[config.mk]
export PLATFORM = sky130hd
export DESIGN_NAME = kv_entry_allocator
export DESIGN_NICKNAME = d
export VERILOG_FILES = /design/src/rtl/kv_entry_allocator.sv
export SDC_FILE = /design/constraint.sdc
export NUM_CORES = 1
export LEC_CHECK = 0
export ABC_CLOCK_PERIOD_IN_PS = 5400
export CAP_MARGIN = 20
export CORE_MARGIN = 5
export CORE_UTILIZATION = 40
export DETAILED_ROUTE_END_ITERATION = 10
export PLACE_DENSITY = 0.73
export SLEW_MARGIN = 25
export SYNTH_ARGS = -nofsm -noshare
export SYNTH_HDL_FRONTEND = slang
export SYNTH_SLANG_ARGS = --single-unit
[constraint.sdc]
create_clock -name i_clk -period 5.4 [get_ports i_clk]
set_input_delay 0.54 -clock i_clk [delete_from_list [all_inputs] [get_ports i_clk]]
set_output_delay 0.54 -clock i_clk [all_outputs]
set_load 0.01 [all_outputs]
[src/rtl/kv_entry_allocator.sv]
// kv_entry_allocator: N-entry holding buffer, lowest-free-slot allocation, masked release
module kv_entry_allocator #(
  parameter int DATA_WIDTH = 32,
  parameter int DATA_NUM = 4,
  localparam int IDX_WIDTH = $clog2(DATA_NUM)
) (
  input  logic                  i_clk,
  input  logic                  i_rst_n,
  input  logic                  i_flush,
  input  logic                  i_wr_valid,
  output logic                  o_wr_ready,
  input  logic [DATA_WIDTH-1:0] i_wr_data,
  output logic [IDX_WIDTH-1:0]  o_wr_idx,
  input  logic [DATA_NUM-1:0]   i_release,
  output logic [DATA_WIDTH-1:0] o_datas [DATA_NUM-1:0],
  output logic [DATA_NUM-1:0]   o_valid,
  output logic [IDX_WIDTH:0]    o_count,
  output logic                  o_full,
  output logic                  o_empty
);
  logic [DATA_NUM-1:0]   r_valid, w_valid_next, w_rel;
  logic [DATA_WIDTH-1:0] r_datas [DATA_NUM-1:0];
  logic [IDX_WIDTH:0]    r_count, w_count_next;
  logic                  r_full, r_empty, w_accept;
  logic [IDX_WIDTH-1:0]  w_idx;
  // lowest free slot from the registered valid bits; 0 when nothing is free
  always_comb begin
    w_idx = '0;
    for (int i = DATA_NUM - 1; i >= 0; i--) if (!r_valid[i]) w_idx = IDX_WIDTH'(i);
  end
  assign o_wr_ready = !r_full && !i_flush;
  assign w_accept   = i_wr_valid && o_wr_ready;
  assign w_rel      = i_release & r_valid;
  // next occupancy: flush wins, else releases cleared and the new slot set (never the same slot)
  always_comb begin
    w_valid_next = i_flush ? '0 : (r_valid & ~w_rel) | (w_accept ? DATA_NUM'(1) << w_idx : '0);
    w_count_next = (IDX_WIDTH + 1)'($countones(w_valid_next));
  end
  // occupancy and status flags, all registered from the same next-state vector
  always_ff @(posedge i_clk or negedge i_rst_n)
    if (!i_rst_n) begin
      r_valid <= '0;
      r_count <= '0;
      r_full  <= 1'b0;
      r_empty <= 1'b1;
    end else begin
      r_valid <= w_valid_next;
      r_count <= w_count_next;
      r_full  <= w_count_next == (IDX_WIDTH + 1)'(DATA_NUM);
      r_empty <= w_count_next == '0;
    end
  // entry storage; released or flushed entries keep stale data
  always_ff @(posedge i_clk or negedge i_rst_n)
    if (!i_rst_n) for (int i = 0; i < DATA_NUM; i++) r_datas[i] <= '0;
    else if (w_accept) r_datas[w_idx] <= i_wr_data;
  assign o_wr_idx = w_idx;
  assign o_datas  = r_datas;
  assign o_valid  = r_valid;
  assign o_count  = r_count;
  assign o_full   = r_full;
  assign o_empty  = r_empty;
endmodule

Word-level counts from Yosys, hierarchy flattened
Cells that the tools add are included.
- register bits: 137
- output and inout bits: 140
- input port bits: 40
- logic and storage cells: 34
- magnitude comparators: 2
- reduce and logical (&&, ||, !) cells: 6
- bitwise operators: 4
- muxes and demuxes: 9
- shift operators: 1
- equality and inequality tests: 1
- $add $sub $neg: 3
- operators with widths (cell ; count):
    $bwmux W128 ; 1
    $demux W32 S2 ; 1
    $mux W32 ; 1
    $and A4 B4 Y4 ; 2
    $mux W2 ; 4
    $mux W4 ; 2
    $add A1 B1 Y2 ; 2
    $not A4 Y4 ; 1
    $or A4 B4 Y4 ; 1
    $shl A1 B2 Y4 const A ; 1
    $add A2 B2 Y3 ; 1
    $eq A3 B3 Y1 const B ; 1
    $logic_and A1 B1 Y1 ; 3
    $logic_not A3 Y1 ; 1
    $lt A2 B3 Y1 const B ; 1
    $ge A2 B1 Y1 const B ; 1
    $logic_not A1 Y1 ; 2

Logic depth before layout (Yosys ltp)
- depth after elaboration: 11
- gate-level depth with buffers: 10
- depth with buffers taken out: 8

Worst setup path before layout
OpenSTA, ideal clock, no wires.
- path type: input-to-reg
- start point: in i_flush
- end point: reg r_full, in the netlist o_full
- slack: 2620 ps
- cell stages on the path: 10
- arrival: 2691 ps
- library setup time: 88 ps
- path buffers: 2
- data required time: 5312 ps
- path through: nor2_2 -> and2_1 -> buf_6 -> nor3b_4 -> buf_6 -> o21ba_2 -> fa_1 -> ha_1 -> ha_1 -> nor3b_1
- word-level cells in the longest chain between the ends: 9
- elaborated cells between the ends (all ways): 10
- classes of those cells: add/sub: 3; eq/ne: 1; mux: 2; bitwise: 1; reduce/logical: 3
- RTL lines (what ; RTL line ; text):
    start, declared ; 9 ; input logic i_flush,
    $logic_not A1 Y1 ; 31 ; assign o_wr_ready = !r_full && !i_flush;
    $logic_and A1 B1 Y1 ; 31 ;
    $logic_and A1 B1 Y1 ; 32 ; assign w_accept = i_wr_valid && o_wr_ready;
    $mux W4 ; 36 ; w_valid_next = i_flush ? '0 : (r_valid & ~w_rel) | (w_accept ? DATA_NUM'(1) << w_idx : '0);
    $or A4 B4 Y4 ; 36 ;
    $mux W4 * ; 36 ;
    via w_valid_next[0] ; 21 ; logic [DATA_NUM-1:0] r_valid, w_valid_next, w_rel;
    $add A1 B1 Y2 (implied by the code) * ; 37 ; w_count_next = (IDX_WIDTH + 1)'($countones(w_valid_next));
    $add A2 B2 Y3 (implied by the code) * ; 37 ;
    via w_count_next[1] ; 23 ; logic [IDX_WIDTH:0] r_count, w_count_next;
    $eq A3 B3 Y1 * ; 49 ; r_full <= w_count_next == (IDX_WIDTH + 1)'(DATA_NUM);
    end signal, assigned ; 49 ;
    end, declared ; 24 ; logic r_full, r_empty, w_accept;
Mark *: on every way through the listed nets, which the timed path passes. The rest lies on a longest branch.
A chain may end at the register's enable or synchronous reset.

Worst setup path in the final report
- start point: in i_flush
- end point: reg r_empty, in the netlist o_empty
- word-level cells in the longest chain between the ends: 9
- elaborated cells between the ends (all ways): 10
- classes of those cells: add/sub: 3; mux: 2; bitwise: 1; reduce/logical: 4
- RTL lines (what ; RTL line ; text):
    $logic_not A1 Y1 ; 31 ;
    $logic_and A1 B1 Y1 ; 31 ;
    $logic_and A1 B1 Y1 ; 32 ;
    $mux W4 ; 36 ;
    $or A4 B4 Y4 ; 36 ;
    $mux W4 * ; 36 ;
    via w_valid_next[2] ; 21 ;
    $add A1 B1 Y2 (implied by the code) * ; 37 ;
    $add A2 B2 Y3 (implied by the code) * ; 37 ;
    via w_count_next[1] ; 23 ;
    $logic_not A3 Y1 * ; 50 ; r_empty <= w_count_next == '0;
    end signal, assigned ; 45 ; r_empty <= 1'b1;
    end signal, assigned ; 50 ;
    end, declared ; 24 ;
Marks and branches as above.

==> results.toml <==
[route]
totalWireLength_um = 12700
wl_per_cell_um = 18.7
first_iter_violations = 99
drc = 0
vias = 3228
viasPerCell = 4.75
ant_nets = 0
drt_pass1_iterations = 4

[worst_setup_path]
cp_cell_sequence = "clkdlybuf4s50_1, nor2_2, and2_1, nand3b_2, a21oi_1, ha_1, ha_1, nor3_1"
cp.required_ps = 5720
path_common_cell = "ha_1"
cp_max_fo = 33
cp-end-kind = "flop"
start_kind = "primary input"
criticalPathCategory = "primary input to flop"
r2r_cells = 7
slowest_stage = "nand3b_2"
r2r_setup_slack_ps = 2650
crit_path_max_incr_delay_ps = 740
r2r-start = "o_valid[1]$_DFF_PN0_"
cp_data_arrival_time_ps = 3290
r2r-end = "o_empty$_DFF_PN1_"

[final_layout]
layout_commonest_cell = "clkdlybuf4s50_1"
area_growth_syn_to_layout_pct = 44.8
most-common-layout-cells = "clkdlybuf4s50_1 (178), dfrtp_1 (136), mux2_2 (69)"
final_layout_size_suffix_gt1_share_pct = 33.4
nets = 533
fin_area_sq_mm = 0.00789
diodes = 0

[yosys]
synth_seq_area_share_pct = 62.9
yosys_warnings = 0
synth_area_sq_mm = 0.00545
ys_ff_latch = 137
syn_area_per_cell_sq_um = 18.0
synthesis.nets = 346
synthCells = 303
yosysUniqueCellTypes = 27

[die]
core_sq_mm = 0.0133
ioPinCount = 180
rows = 42
initial_core_util_pct = 41.0
die_area_sq_mm = 0.0161
die_w_um = 127
die_y_um = 127

[sta]
final.setup_skew_ps = 5.82
finalCritPeriodShare_pct = 55.0
max_freq_mhz = 337
whs_ps = 160
hold_viol = 0
slew_viol_final = 0
maxSlewHeadroom_pct = 35.9
max_slew.worst_pin.slew_ps = 956
fin_crit_ps = 2970
setup_viol = 0
rsz0062_at_grt = "false"
tns_ps = 0

[grt]
grt_pass1_wl_um = 20300
grt_usage_pct = 16.2
gr-total-overflow = 0
grt_pass1_vias = 3609
grt_max_degree = 76
grt_antenna_before_repair = 0

[pwr]
power_density_mw_per_mm2 = 356
ir_drop_mv = 0.166
leakagePower_uw = 0.00357

[clocking]
htreeDepth = 4
cts_tree = "done"
clkLatencyLatePin_ps = 400
cts.sinks = 137
cts_root_buf = "clkbuf_16"
cts_resized = 0
cts_buffer_depth = 2
post_cts_buffers = 0
clkSlewWorstSetupHoldPaths_ps = 60
hold_buffers = 0
cts_buffers = 17

[place]
port-buffer-count = 179
place_hpwl_um = 8660
gp_congestion = 0.772
post_dp_cell_area_sq_mm = 0.00734

[run]
drv_cap = 0

[status]
status = "finished, final reports clean"

[worst_hold_path]
min_path_type = "primary input to asynchronous set/reset pin"
[registers in the layout (all words and copies together) (netlist names)]
| name | flops |
|---|---|
| o_datas | 128 |
| o_valid | 4 |
| o_count | 3 |
| o_empty | 1 |
| o_full | 1 |
[critical path, delay by kind of cell]
family / cells / cell delay, ps
fa+ha+maj: 2 / 460
simple gates: 4 / 1350
buf+inv: 1 / 490
compound gates: 1 / 440
[stage by stage]
| stage | utilization (%) | total power [uW] | cells | worst slack [ps] |
|---|---|---|---|---|
| after floorplan | - | 1420 | 303 | 2620 |
| after global placement | 55.1 | 1750 | 647 | 2090 |
| after detailed placement | 55.2 | 1760 | 647 | 1970 |
| after CTS | 59.3 | 2850 | 679 | 2390 |
| after global routing | 59.3 | 2940 | 679 | 2160 |
| final | 59.3 | 2810 | 679 | 2430 |
[Yosys cell counts]
master    instances  area share (%)
dfrtp_1         136              62
mux2_2           69              14
mux2_4           59              16
buf_6             5             1.0
buf_12            3             1.1
buf_2             3            0.28
buf_4             3            0.41
nand2b_1          3            0.34
a21oi_1           2            0.18
ha_1              2            0.46
nand3b_2          2            0.41
a21boi_2          1            0.21
a21oi_2           1            0.16
a32oi_1           1            0.16
and2_1            1            0.11
and3_1            1            0.11
dfstp_2           1            0.48
fa_1              1            0.37
inv_1             1           0.069
nand2_1           1           0.069
nor2_1            1           0.069
nor2_2            1            0.11
nor2b_1           1            0.11
nor3_1            1           0.092
nor3b_1           1            0.14
nor3b_4           1            0.34
o21ba_2           1            0.18
[logic make-up after synthesis]
family / synth area share (%)
adder cells (fa/ha/maj): 0.827
flip-flops: 62.9
AO/OA/AOI/OAI: 0.896
AND/OR/NAND/NOR: 1.93
buffers and inverters: 2.89
multiplexers: 30.5
[routing by layer]
metal / global-route usage [%] / wire (um) / vias up
li1: - / - / 1451
met1: 20.6 / 5490 / 1642
met2: 25.5 / 6030 / 118
met3: 5.84 / 933 / 17
met4: 6.25 / 212 / 0
met5: 0 / 0 / -
[where the power goes]
group | leakage [uW] | switching (uW) | internal (uW)
logic | 0.00153 | 192 | 335
clock network | 0.000263 | 407 | 667
registers | 0.00178 | 63.3 | 1150
total | 0.00357 | 662 | 2150
[how the worst max path moves through the flow]
| stage | from | to | slack (ps) | cells after the start |
|---|---|---|---|---|
| 6_report | i_flush | o_empty$_DFF_PN1_ | 2430 | 8 |
| 5_1_grt | i_flush | o_full$_DFF_PN0_ | 2160 | 8 |
| 4_1_cts | i_flush | o_empty$_DFF_PN1_ | 2390 | 8 |
| 3_5_place_dp | i_flush | o_empty$_DFF_PN1_ | 1970 | 8 |
| 3_3_place_gp | i_flush | o_empty$_DFF_PN1_ | 2090 | 8 |
| 2_1_floorplan | i_flush | o_full$_DFF_PN0_ | 2620 | 10 |
[layout make-up]
class	instances	area, sq um
timing repair buffer	182	1820
clock buffer	25	485
sequential	137	3430
fill	1027	5410
tap	176	220
inverter	1	3.75
clock inverter	7	67.6
multi-input combinational	151	1870
Note: power is estimated with default switching activity, not from simulation.
